## src/rtl/minterm_scanner_if.sv

```systemverilog
// rtl/minterm_scanner_if.sv - scan control and result bundle for minterm_scanner
// Parameter: N_IN - number of function inputs (1..6)
// Signals:
//   start  - begin a scan (honoured only when idle)
//   abort  - cancel a scan in progress
//   f_in   - function-under-test result for the current vec
//   vec    - input combination driven to the function, MSB is the first variable
//   busy   - scan in progress
//   done   - one-cycle pulse at scan completion
//   mask   - sum-of-minterms mask, bit i is f(vec=i)
//   ones   - number of set bits in mask
// Modports: master = harness side, slave = scanner side.
interface minterm_scanner_if #(
  parameter int N_IN = 3
);
  logic                   start;
  logic                   abort;
  logic                   f_in;
  logic [N_IN-1:0]        vec;
  logic                   busy;
  logic                   done;
  logic [(1<<N_IN)-1:0]   mask;
  logic [N_IN:0]          ones;

  modport master (
    output start, abort, f_in,
    input  vec, busy, done, mask, ones
  );

  modport slave (
    input  start, abort, f_in,
    output vec, busy, done, mask, ones
  );
endinterface

```

## src/rtl/minterm_scanner.sv

```systemverilog
// rtl/minterm_scanner.sv - sequential truth-table reader building a minterm mask and ones count
// Parameters:
//   N_IN   - number of function inputs (1..6)
//   SETTLE - extra wait cycles per vector before f_in is sampled (0..15)
// Ports:
//   clk - clock, all state changes on the rising edge
//   rst - asynchronous active-high reset
//   bus - minterm_scanner_if slave: start/abort/f_in in, vec/busy/done/mask/ones out
module minterm_scanner #(
  parameter int N_IN   = 3,
  parameter int SETTLE = 1
) (
  input  logic               clk,
  input  logic               rst,
  minterm_scanner_if.slave   bus
);

  localparam int              NV       = 1 << N_IN;
  localparam logic [N_IN-1:0] VEC_LAST = {N_IN{1'b1}};
  localparam logic [3:0]      SETTLE_C = 4'(SETTLE);

  typedef enum logic [1:0] {
    IDLE,
    APPLY,
    DONE
  } state_t;

  state_t            state;
  logic [3:0]        wcnt;
  logic [N_IN-1:0]   vec;
  logic              busy;
  logic              done;
  logic [NV-1:0]     mask;
  logic [N_IN:0]     ones;

  always_ff @(posedge clk or posedge rst) begin
    if (rst) begin
      state <= IDLE;
      wcnt  <= 4'd0;
      vec   <= '0;
      busy  <= 1'b0;
      done  <= 1'b0;
      mask  <= '0;
      ones  <= '0;
    end else begin
      done <= 1'b0;
      case (state)
        IDLE: begin
          if (bus.start) begin
            vec   <= '0;
            mask  <= '0;
            ones  <= '0;
            wcnt  <= 4'd0;
            busy  <= 1'b1;
            state <= APPLY;
          end
        end

        APPLY: begin
          // Abort wins over a sample falling due on the same edge.
          if (bus.abort) begin
            vec   <= '0;
            mask  <= '0;
            ones  <= '0;
            wcnt  <= 4'd0;
            busy  <= 1'b0;
            state <= IDLE;
          end else if (wcnt < SETTLE_C) begin
            wcnt <= wcnt + 4'd1;
          end else begin
            mask[vec] <= bus.f_in;
            ones      <= ones + {{N_IN{1'b0}}, bus.f_in};
            wcnt      <= 4'd0;
            // vec parks on the last minterm rather than wrapping.
            if (vec == VEC_LAST) begin
              busy  <= 1'b0;
              done  <= 1'b1;
              state <= DONE;
            end else begin
              vec <= vec + 1'b1;
            end
          end
        end

        DONE: begin
          state <= IDLE;
        end

        default: begin
          state <= IDLE;
        end
      endcase
    end
  end

  assign bus.vec  = vec;
  assign bus.busy = busy;
  assign bus.done = done;
  assign bus.mask = mask;
  assign bus.ones = ones;

endmodule
```

## src/flat_wrapper.sv

```systemverilog
// flat-port wrapper written by rule: the top's interface ports become plain ports
module minterm_scanner_flat 
#(
  parameter int N_IN   = 3,
  parameter int SETTLE = 1
)
  (clk, rst, bus_start, bus_abort, bus_f_in, bus_vec, bus_busy, bus_done, bus_mask, bus_ones);
  minterm_scanner_if #(.N_IN(N_IN)) bus_i ();
  input  logic clk;
  input  logic rst;
  input wire logic [$bits(bus_i.start)-1:0] bus_start;
  input wire logic [$bits(bus_i.abort)-1:0] bus_abort;
  input wire logic [$bits(bus_i.f_in)-1:0] bus_f_in;
  output wire logic [$bits(bus_i.vec)-1:0] bus_vec;
  output wire logic [$bits(bus_i.busy)-1:0] bus_busy;
  output wire logic [$bits(bus_i.done)-1:0] bus_done;
  output wire logic [$bits(bus_i.mask)-1:0] bus_mask;
  output wire logic [$bits(bus_i.ones)-1:0] bus_ones;
  assign bus_i.start = bus_start;
  assign bus_i.abort = bus_abort;
  assign bus_i.f_in = bus_f_in;
  assign bus_vec = bus_i.vec;
  assign bus_busy = bus_i.busy;
  assign bus_done = bus_i.done;
  assign bus_mask = bus_i.mask;
  assign bus_ones = bus_i.ones;
  minterm_scanner #(.N_IN(N_IN), .SETTLE(SETTLE)) u_core (.clk(clk), .rst(rst), .bus(bus_i));
endmodule
```

## config.mk

```make
export PLATFORM = sky130hd
export DESIGN_NAME = minterm_scanner_flat
export DESIGN_NICKNAME = d
export VERILOG_FILES = /design/src/rtl/minterm_scanner_if.sv /design/src/rtl/minterm_scanner.sv /design/src/flat_wrapper.sv
export SDC_FILE = /design/constraint.sdc
export NUM_CORES = 1
export LEC_CHECK = 0
export BUFFER_PORTS_ARGS = -buffer_cell sky130_fd_sc_hd__buf_2
export CAP_MARGIN = 20
export CORE_MARGIN = 2
export CORE_UTILIZATION = 45
export CTS_CLUSTER_DIAMETER = 40
export DETAILED_ROUTE_END_ITERATION = 8
export GPL_TIMING_DRIVEN = 1
export PLACE_DENSITY = 0.73
export RECOVER_POWER = 25
export SYNTH_ARGS = -nofsm -noshare
export SYNTH_HDL_FRONTEND = slang
export SYNTH_SLANG_ARGS = --single-unit
export TNS_END_PERCENT = 10
```

## constraint.sdc

```tcl
create_clock -name clk -period 3.8 [get_ports clk]
set_clock_uncertainty 0.2 [all_clocks]
set_input_delay 0.38 -clock clk [delete_from_list [all_inputs] [get_ports clk]]
set_output_delay 0.38 -clock clk [all_outputs]
set_load 0.005 [all_outputs]
```

### Word level (Yosys, flattened, before mapping)

Index checks and enable logic that the tools add are counted.

* bits of input ports: 5
* output and inout bits: 17
* word-level logic and storage cells: 60
* flip-flop bits (word level): 23

* reductions and logical operators: 8
* order comparisons: 3
* add/sub/neg operators: 3
* eq/ne operators: 6
* multiplexer cells: 33

Operators with widths (count)
* 8-bit two-way mux: 3
* 4-bit two-way mux: 5
* 4-bit one-hot mux with 2 select lines: 2
* 8-bit one-hot mux with 2 select lines: 1
* 3-bit two-way mux: 4
* 1-bit two-way mux: 9
* 8-bit bitwise mux: 1
* 2-bit two-way mux: 4
* 4-bit AND reduction: 2
* 3-bit inequality test, second input constant: 2
* 3-bit one-hot mux with 2 select lines: 1
* 3-bit AND reduction: 2
* 4-bit by 1-bit adder with 4-bit output: 1
* 4-bit by 1-bit adder with 4-bit output, second input constant: 1
* 3-bit by 4-bit less-than comparator with 1-bit output, second input constant: 1
* 4-bit by 1-bit less-than comparator with 1-bit output, second input constant: 1
* 2-bit one-hot mux with 2 select lines: 1
* 3-bit by 1-bit adder with 3-bit output, second input constant: 1
* 1-bit demux with 3-bit select: 1
* 3-bit == test, second input constant: 1
* 3-bit by 1-bit >= comparator with 1-bit output, second input constant: 1
* 3-bit by 2-bit inequality test with 1-bit output, second input constant: 1
* 2-bit by 1-bit == test with 1-bit output, second input constant: 1
* 2-bit logical NOT: 1
* other kinds (5): 5

### Longest topological paths before layout

Gate-level depths: netlist of the first run.

* depth in word-level cells: 8
* depth in mapped cells: 6
* depth with buffers taken out: 5

### Least setup slack after synthesis of the first run

Ideal clock, no wire load.

* path kind: register -> register
* start point: register u_core.wcnt[0]
* end point: register u_core.ones[2], in the netlist u_core.bus.ones[2]
* stages on the path, launching flop included: 7
* required time: 3.518 ns
* period minus slack after synthesis: 1.785 ns
* path buffers: 1
* setup time: 0.082 ns
* path slack: 2.015 ns
* arrival: 1.503 ns
* path through: dfrtp_1 > inv_1 > ha_1 > or3b_2 > buf_2 > a21o_1 > a31oi_1

* cells in the longest elaborated chain, start to end: 3

RTL lines
* start, declared: line minterm_scanner.sv:29 `logic [3:0] wcnt;`
* start signal, assigned: line minterm_scanner.sv:69 `wcnt <= wcnt + 4'd1;`
* 4-bit by 1-bit less-than comparator with 1-bit output: line minterm_scanner.sv:68 `end else if (wcnt < SETTLE_C) begin`
* 3-bit inequality test (no source line)
* 3-bit AND reduction (no source line)
* end signal, assigned: line minterm_scanner.sv:72 `ones <= ones + {{N_IN{1'b0}}, bus.f_in};`
* end, declared: line minterm_scanner.sv:34 `logic [N_IN:0] ones;`

No other way between the ends.
A chain may end at the register's enable or synchronous reset.

### Final worst setup path of the first run

* start point: register u_core.state[1]
* end point: register u_core.mask[7], in the netlist u_core.bus.mask[7]

* cells in the longest elaborated chain, start to end: 3
* elaborated cells on any way between the ends: 7
* those cells by class: eq/ne (3); mux (1); reduce/logical (3)

RTL lines
* start, declared: line minterm_scanner.sv:28 `state_t state;`
* start signal, assigned: line minterm_scanner.sv:38 `state <= IDLE;`
* start signal, assigned: line minterm_scanner.sv:55 `state <= APPLY;`
* start signal, assigned: line minterm_scanner.sv:67 `state <= IDLE;`
* 2-bit by 1-bit == test with 1-bit output or 2-bit logical NOT (tied branches): line minterm_scanner.sv:47 `case (state)`
* 3-bit inequality test (no source line), or another cell as far along
* 3-bit AND reduction (no source line)
* end signal, assigned by index: line minterm_scanner.sv:71 `mask[vec] <= bus.f_in;`
* end, declared: line minterm_scanner.sv:33 `logic [NV-1:0] mask;`

Several ways; a longest one is shown, not always the timed one.

==> summary.txt, run 1 <==
Status = finished, final reports clean
Mean Syn Cell Area = 10.6 um^2
Tot GR Track Use = 16.7%
Crit path buf inv count = 1
First-pass GRT wire length = 4110 um
Reg2reg setup slack = 1.81 ns
Count leader, synth = dfrtp_1
Final total power = 0.682 mW
RePlAce Congestion = 0.724
Clk Latency, worst-skew pair = 0.31 ns
Synth warnings = 0
Synth top cells by count = dfrtp_1 (23), o21ai_0 (12), mux2i_1 (8)
CTS tree = yes
Total number of vias = 952
Post-cts resize count = 0
Iter 0 DRT Violations = 28
Grt ovf = 0
Setup repair bufs after CTS = 0
RR Startpoint = u_core.state[1]$_DFFE_PP0P_
Worst reg2reg endpoint = u_core.bus.mask[7]$_DFFE_PP0P_
Post-Route WL = 2390 um
Slew @ Worst Pin = 0.845 ns
Initial antenna violation count = 0
Hold Slack = 0.0124 ns
Final Max Slew Viols = 0
Hold Buf Count CTS = 0
Worst Path Required = 3.84 ns
Worst-path clk slew = 0.12 ns
Slowest stage delay, CP = 0.59 ns
Gate Count Post-Synth = 112
Yosys top cell by area = dfrtp_1
DRC violations left = 0
Final hold vios = 0
Layout cells sized above 1 = 23.3%
Power per cell area = 505 nW/um^2
Vias in the first global route = 907
Total of max-cap violations = 0
Syn Nets = 123
Die Y = 55.5 um
Total CTS buffers = 3
Maximum vdd drop = 0.266 mV
Pleak = 0.665 nW
Reg2reg path depth = 4
Post-DP HPWL = 1700 um
Sink Count = 23
Fmax = 503 MHz
Slowest cell on the critical path = nor3b_2
Die ar. = 3070 um^2
Post-synthesis async set-or-reset flop share = 100%
Cell Rows = 18
Minimum clock period = 1.99 ns
Hold Crit Class = primary input to asynchronous set/reset pin
Largest net degree at the start of global routing = 24
Final setup viols = 0
Arrival time at the worst endpoint = 2.03 ns
CP endpoint kind = flip-flop
Max-slew headroom = 43.6%
Area growth syn-to-layout = 13.4%
Post-synth EDFFs = 0
Crit path kind = flip-flop to flip-flop
Layout Nets = 145
Final Cycle Share = 52.3%
Type of origin of the critical path = flip-flop
Largest fanout on the critical path = 12
Sequential area share after synthesis = 48.3%
CP cell instances = nor3b_2, buf_4, nand2_1, mux2i_1
Synth cell types = 33
Ant diodes = 0
Routed WL per cell = 14.7 um
Drt via density = 5.84
Worst path top cell family by delay = simple AND/OR/NAND/NOR gates
H-tree depth = 1
Number of synthesized register bits = 23
Chip width = 55.5 um
Initial core utilization = 47.6%
Synth top area cells = dfrtp_1 (48%), mux2i_1 (6.7%), ha_1 (6.3%)
Ports = 22
RSZ-0062 raised after global routing = false
Cell area after synthesis = 1190 um^2
ANT nets after route = 0
IO Port Bufs = 21
Core outline area = 2500 um^2
Setup TNS = 0 ns
Synth Flop Type = dfrtp_1
Root Driver = clkbuf_4
Utilization after layout = 54.1%
Share of the synthesized area in the top cell type = 48.3%
DRT Pass-1 Iters = 4
Filler Cells Inserted = 226
Longest Clk Path Bufs = 2
[layout make-up]
type                       instances  area, um^2  area share [%]
tap                               30        37.5            2.78
multi-input combinational         76         562            41.6
inverter                           6        22.5            1.67
sequential                        23         576            42.6
clock buffer                       4        26.3            1.94
timing repair buffer              24         128            9.44
[report_power, final]
group	leakage, nW	switching [mW]	total (mW)	internal (mW)
Sequential	0.314	0.0406	0.318	0.277
Combinational	0.336	0.148	0.249	0.101
Clock	0.0150	0.0738	0.115	0.0411
[per-stage QoR]
stage               setup WS, ns  area (um^2)  cells
finish                      1.81         1350    163
CTS                         1.81         1350    163
detailed placement          1.80         1330    159
global route                1.66         1350    163
global placement            1.88         1330    159
floorplan                   2.02         1190    112
[metal layers]
metal,global-route usage [%],vias to the layer above,wire length [um]
li1,-,455,-
met1,22.6,462,1110
met2,26.4,30,1150
met3,2.34,5,97
met4,8.01,0,41
met5,0,-,0
[worst max-delay path by stage]
stage	startpoint	endpoint	cells after the start
5_1_grt	u_core.state[1]$_DFFE_PP0P_	u_core.bus.mask[6]$_DFFE_PP0P_	4
3_3_place_gp	bus_abort	u_core.bus.mask[7]$_DFFE_PP0P_	5
3_5_place_dp	bus_abort	u_core.bus.mask[2]$_DFFE_PP0P_	5
4_1_cts	u_core.state[1]$_DFFE_PP0P_	u_core.bus.mask[2]$_DFFE_PP0P_	4
2_1_floorplan	u_core.wcnt[0]$_DFFE_PP0P_	u_core.bus.ones[2]$_DFFE_PP0P_	6
6_report	u_core.state[1]$_DFFE_PP0P_	u_core.bus.mask[7]$_DFFE_PP0P_	4
[kinds of logic after synthesis]
| logic type | count (synthesis) | share of synthesized area [%] |
|---|---|---|
| AOI/OAI and AO/OA | 28 | 15.5 |
| adders and majority gates | 6 | 6.30 |
| buffers and inverters | 13 | 4.52 |
| DFF | 23 | 48.3 |
| muxes | 8 | 6.72 |
| and+or+nand+nor | 34 | 18.6 |
[registers in the layout, indices dropped and copies added, names as in the netlist]
name,flops
u_core.bus.mask,8
u_core.state,2
u_core.bus.ones,4
u_core.wcnt,4
u_core.bus.busy,1
u_core.bus.vec,3
u_core.bus.done,1
[cells in the final DEF (no fill, tap or decap), drive strengths merged, types with 2 or more instances in the layout]
cell type,instances
nor4,3
nand2,5
ha,6
nand4b,3
a32o,3
dfrtp,23
o211ai,3
inv,6
nand3,6
o21ai,12
mux2i,8
and3,2
clkbuf,4
or3b,2
buf,24
a31oi,3
nor4b,3
nand2b,2
nor3b,2
and2,2
Power figures use the tool's default switching activity.
==> run 2: changes to the inputs <==
- PLACE_DENSITY: 0.73 -> 0.75
- clock period: 3.8 -> 1.7 ns (I/O delays scaled with it)
==> run 2 against run 1 <==
  * The run now ends with negative setup slack left
  * Wire length up 31%
  * First-iteration DRC count decreased by 14%
  * Clock power rose by 130%
  * Non-clock buffer count up 19
  * Critical path depth increased by 1
  * Flip-flop and latch count unchanged
  * Via count rose by 14%
  * Combinational power rose to 4.2 times the previous value
  * Worst setup slack lost 1.8 ns
  * Fmax grew 15%
  * Total power rose to 2.9 times the previous value
  * Worst hold slack better by 0.0054 ns
  * Critical path type unchanged
  * Highest routed layer unchanged
==> summary.txt, run 2 (synthesis gave the netlist of run 1 again) <==
Largest net degree at the start of global routing = 24 (unchanged)
Drt via density = 5.91 (+1.2%)
Final WS setup = -0.0253 ns (-1.84 ns)
Largest reg by FF count = u_core.bus.mask
Initial antenna violation count = 0 (unchanged)
Routed WL per cell = 17.1 um (+17%)
Iter 0 DRT Violations = 24 (-14%)
Total of max-cap violations = 0 (unchanged)
Commonest non-fill, non-tap cell in the layout = dfrtp_1
IO Port Bufs = 21 (unchanged)
Sequential Power Share = 34.3% (-12 points)
Minimum clock period = 1.73 ns (-0.262 ns)
H-tree depth = 1 (unchanged)
Final Max Slew Viols = 0 (unchanged)
Total number of vias = 1082 (+14%)
Crit path buf inv count = 1 (unchanged)
Post-DP HPWL = 1920 um (+13%)
RR Startpoint = u_core.wcnt[1]$_DFFE_PP0P_
Final hold vios = 0 (unchanged)
Worst Path Required = 1.75 ns (-2.09 ns)
Largest fanout on the critical path = 5 (-7)
Crit path kind = flip-flop to flip-flop
Cell Rows = 18 (unchanged)
Pleak = 0.795 nW (+20%)
Placed cell areas = 1440 um^2 (+8.7%)
Sink Count = 23 (unchanged)
Layout Nets = 165 (+14%)
CTS tree = yes
Final Cycle Share = 101% (+49 points)
Place WS = -0.200 ns (-2.00 ns)
Core outline area = 2500 um^2 (unchanged)
Maximum vdd drop = 0.833 mV (+210%)
Area growth syn-to-layout = 38.2%
Arrival time at the worst endpoint = 1.78 ns (-0.25 ns)
Hold Crit Class = primary input to flip-flop
Post-Route WL = 3130 um (+31%)
RePlAce Congestion = 0.763 (+5.4%)
DRC violations left = 0 (unchanged)
Status = complete, but fails checks
Worst-path clk slew = 0.13 ns (about the same)
Type of origin of the critical path = flip-flop
Worst setup path start = u_core.wcnt[1]$_DFFE_PP0P_
Final setup viols = 3 (+3)
Slowest cell on the critical path = dfrtp_1
Power Internal = 1.22 mW (+190%)
Worst hold path startpoint = bus_abort
Max reg flops = 8 (unchanged)
Register area = 577 um^2 (+0.22%)
CP endpoint kind = flip-flop
First-pass GRT wire length = 4960 um (+21%)
Layout cells sized above 1 = 41.2% (+18 points)
Max-slew headroom = 61.8% (+18 points)
Clock network power share = 13.3% (-3.5 points)
Vias in the first global route = 1076 (+19%)
Failing checks = negative setup slack
Filler Cells Inserted = 196 (-13%)
Final instance area = 1650 um^2 (+22%)
RSZ-0062 raised after global routing = true
Total CTS buffers = 3 (unchanged)
ANT nets after route = 0 (unchanged)
Initial core utilization = 47.6% (unchanged)
Slowest stage delay, CP = 0.42 ns (-0.17 ns)
Fmax = 580 MHz (+15%)
Tot GR Track Use = 20.6% (+3.9 points)
Longest Clk Path Bufs = 2 (unchanged)
Clk Latency, worst-skew pair = 0.33 ns (+0.02 ns)
Root Driver = clkbuf_4
Die ar. = 3070 um^2 (unchanged)
Power per cell area = 1210 nW/um^2 (+140%)
Worst path top cell family by delay = simple AND/OR/NAND/NOR gates
Comb power frac = 52.4% (+16 points)
Multi-input combinational cell area = 691 um^2 (+23%)
Most frequent cells in the layout = dfrtp_1 (22), buf_2 (21), buf_4 (16)
Slew @ Worst Pin = 0.572 ns (-0.272 ns)
Die Y = 55.5 um (unchanged)
Regs by FF count = u_core.bus.mask (8), u_core.bus.ones (4), u_core.wcnt (4)
Ant diodes = 0 (unchanged)
Chip width = 55.5 um (unchanged)
DRT Pass-1 Iters = 4 (unchanged)
Switching portion of total power = 39.1% (+0.67 points)
Grt ovf = 0 (unchanged)
Ports = 22 (unchanged)
P_sw = 0.781 mW (+200%)
CP cell instances = inv_2, ha_4, or3b_4, nand4_1, mux2i_1
==> run 2: power groups by stage <==
stage	Combinational (mW)	Sequential [mW]	Clock, mW
floorplan	0.448	0.689	0
global placement	0.722	0.679	0
detailed placement	0.758	0.686	0
CTS	0.954	0.678	0.265
global route	1.11	0.694	0.289
finish	1.05	0.685	0.266
==> run 2: metal layers <==
metal  GRT usage (%)  vias to the layer above  wire [um]
met1            27.5                      544       1370
met4            12.2                        0         85
met2            31.1                       25       1580
met5               0                        -          0
met3            3.75                        8        101
li1                -                      505          -
==> run 2: cell type report <==
class | instances | area share, %
Multi-Input combinational cell | 77 | 41.9
Clock inverter | 1 | 0.304
Tap cell | 30 | 2.28
Inverter | 6 | 1.37
Sequential cell | 23 | 35.0
Timing Repair Buffer | 43 | 17.7
Clock buffer | 3 | 1.37
==> run 2: stage by stage <==
step | setup TNS [ns] | utilization (%) | std cells | power (mW) | hold WS, ns
CTS | -0.0616 | 64.7 | 182 | 1.90 | 0.00861
floorplan | -0.189 | - | 112 | 1.14 | -0.0281
global route | -0.529 | 65.9 | 183 | 2.09 | 0.0275
detailed placement | -2.24 | 57.6 | 172 | 1.44 | 0.0230
finish | -0.0394 | 65.9 | 183 | 2.00 | 0.0178
global placement | -0.864 | 57.6 | 172 | 1.40 | 0.0247
==> run 2: path summary, 6_finish.rpt <==
| path | to | slack, ns | depth (start not counted) |
|---|---|---|---|
| worst max-delay path | u_core.bus.mask[1]$_DFFE_PP0P_ | -0.03 | 5 |
| worst max register to register | u_core.bus.mask[1]$_DFFE_PP0P_ | -0.03 | 5 |
| min in group asynchronous | u_core.bus.mask[1]$_DFFE_PP0P_ | 0.30 | 4 |
| max in group asynchronous | u_core.state[0]$_DFFE_PP0P_ | 0.60 | 4 |
| worst min register to register | u_core.bus.ones[3]$_DFFE_PP0P_ | 0.28 | 1 |
| worst min-delay path | u_core.bus.ones[3]$_DFFE_PP0P_ | 0.02 | 4 |
==> run 2: what timing repair did <==
item	CTS	global route
buffers inserted	2	0
resized for setup	18	7
endpoints found under the setup margin	18	18
hold endpoints to repair	24	0
hold buffers	3	0
pin swaps	4	6
cloned	1	1
==> run 2: tightest hold or removal path, cell delays in order <==
cell	delay [ns]
buf_2	0.13
nor3b_4	0.07
o21ai_0	0.07
a31oi_1	0.08
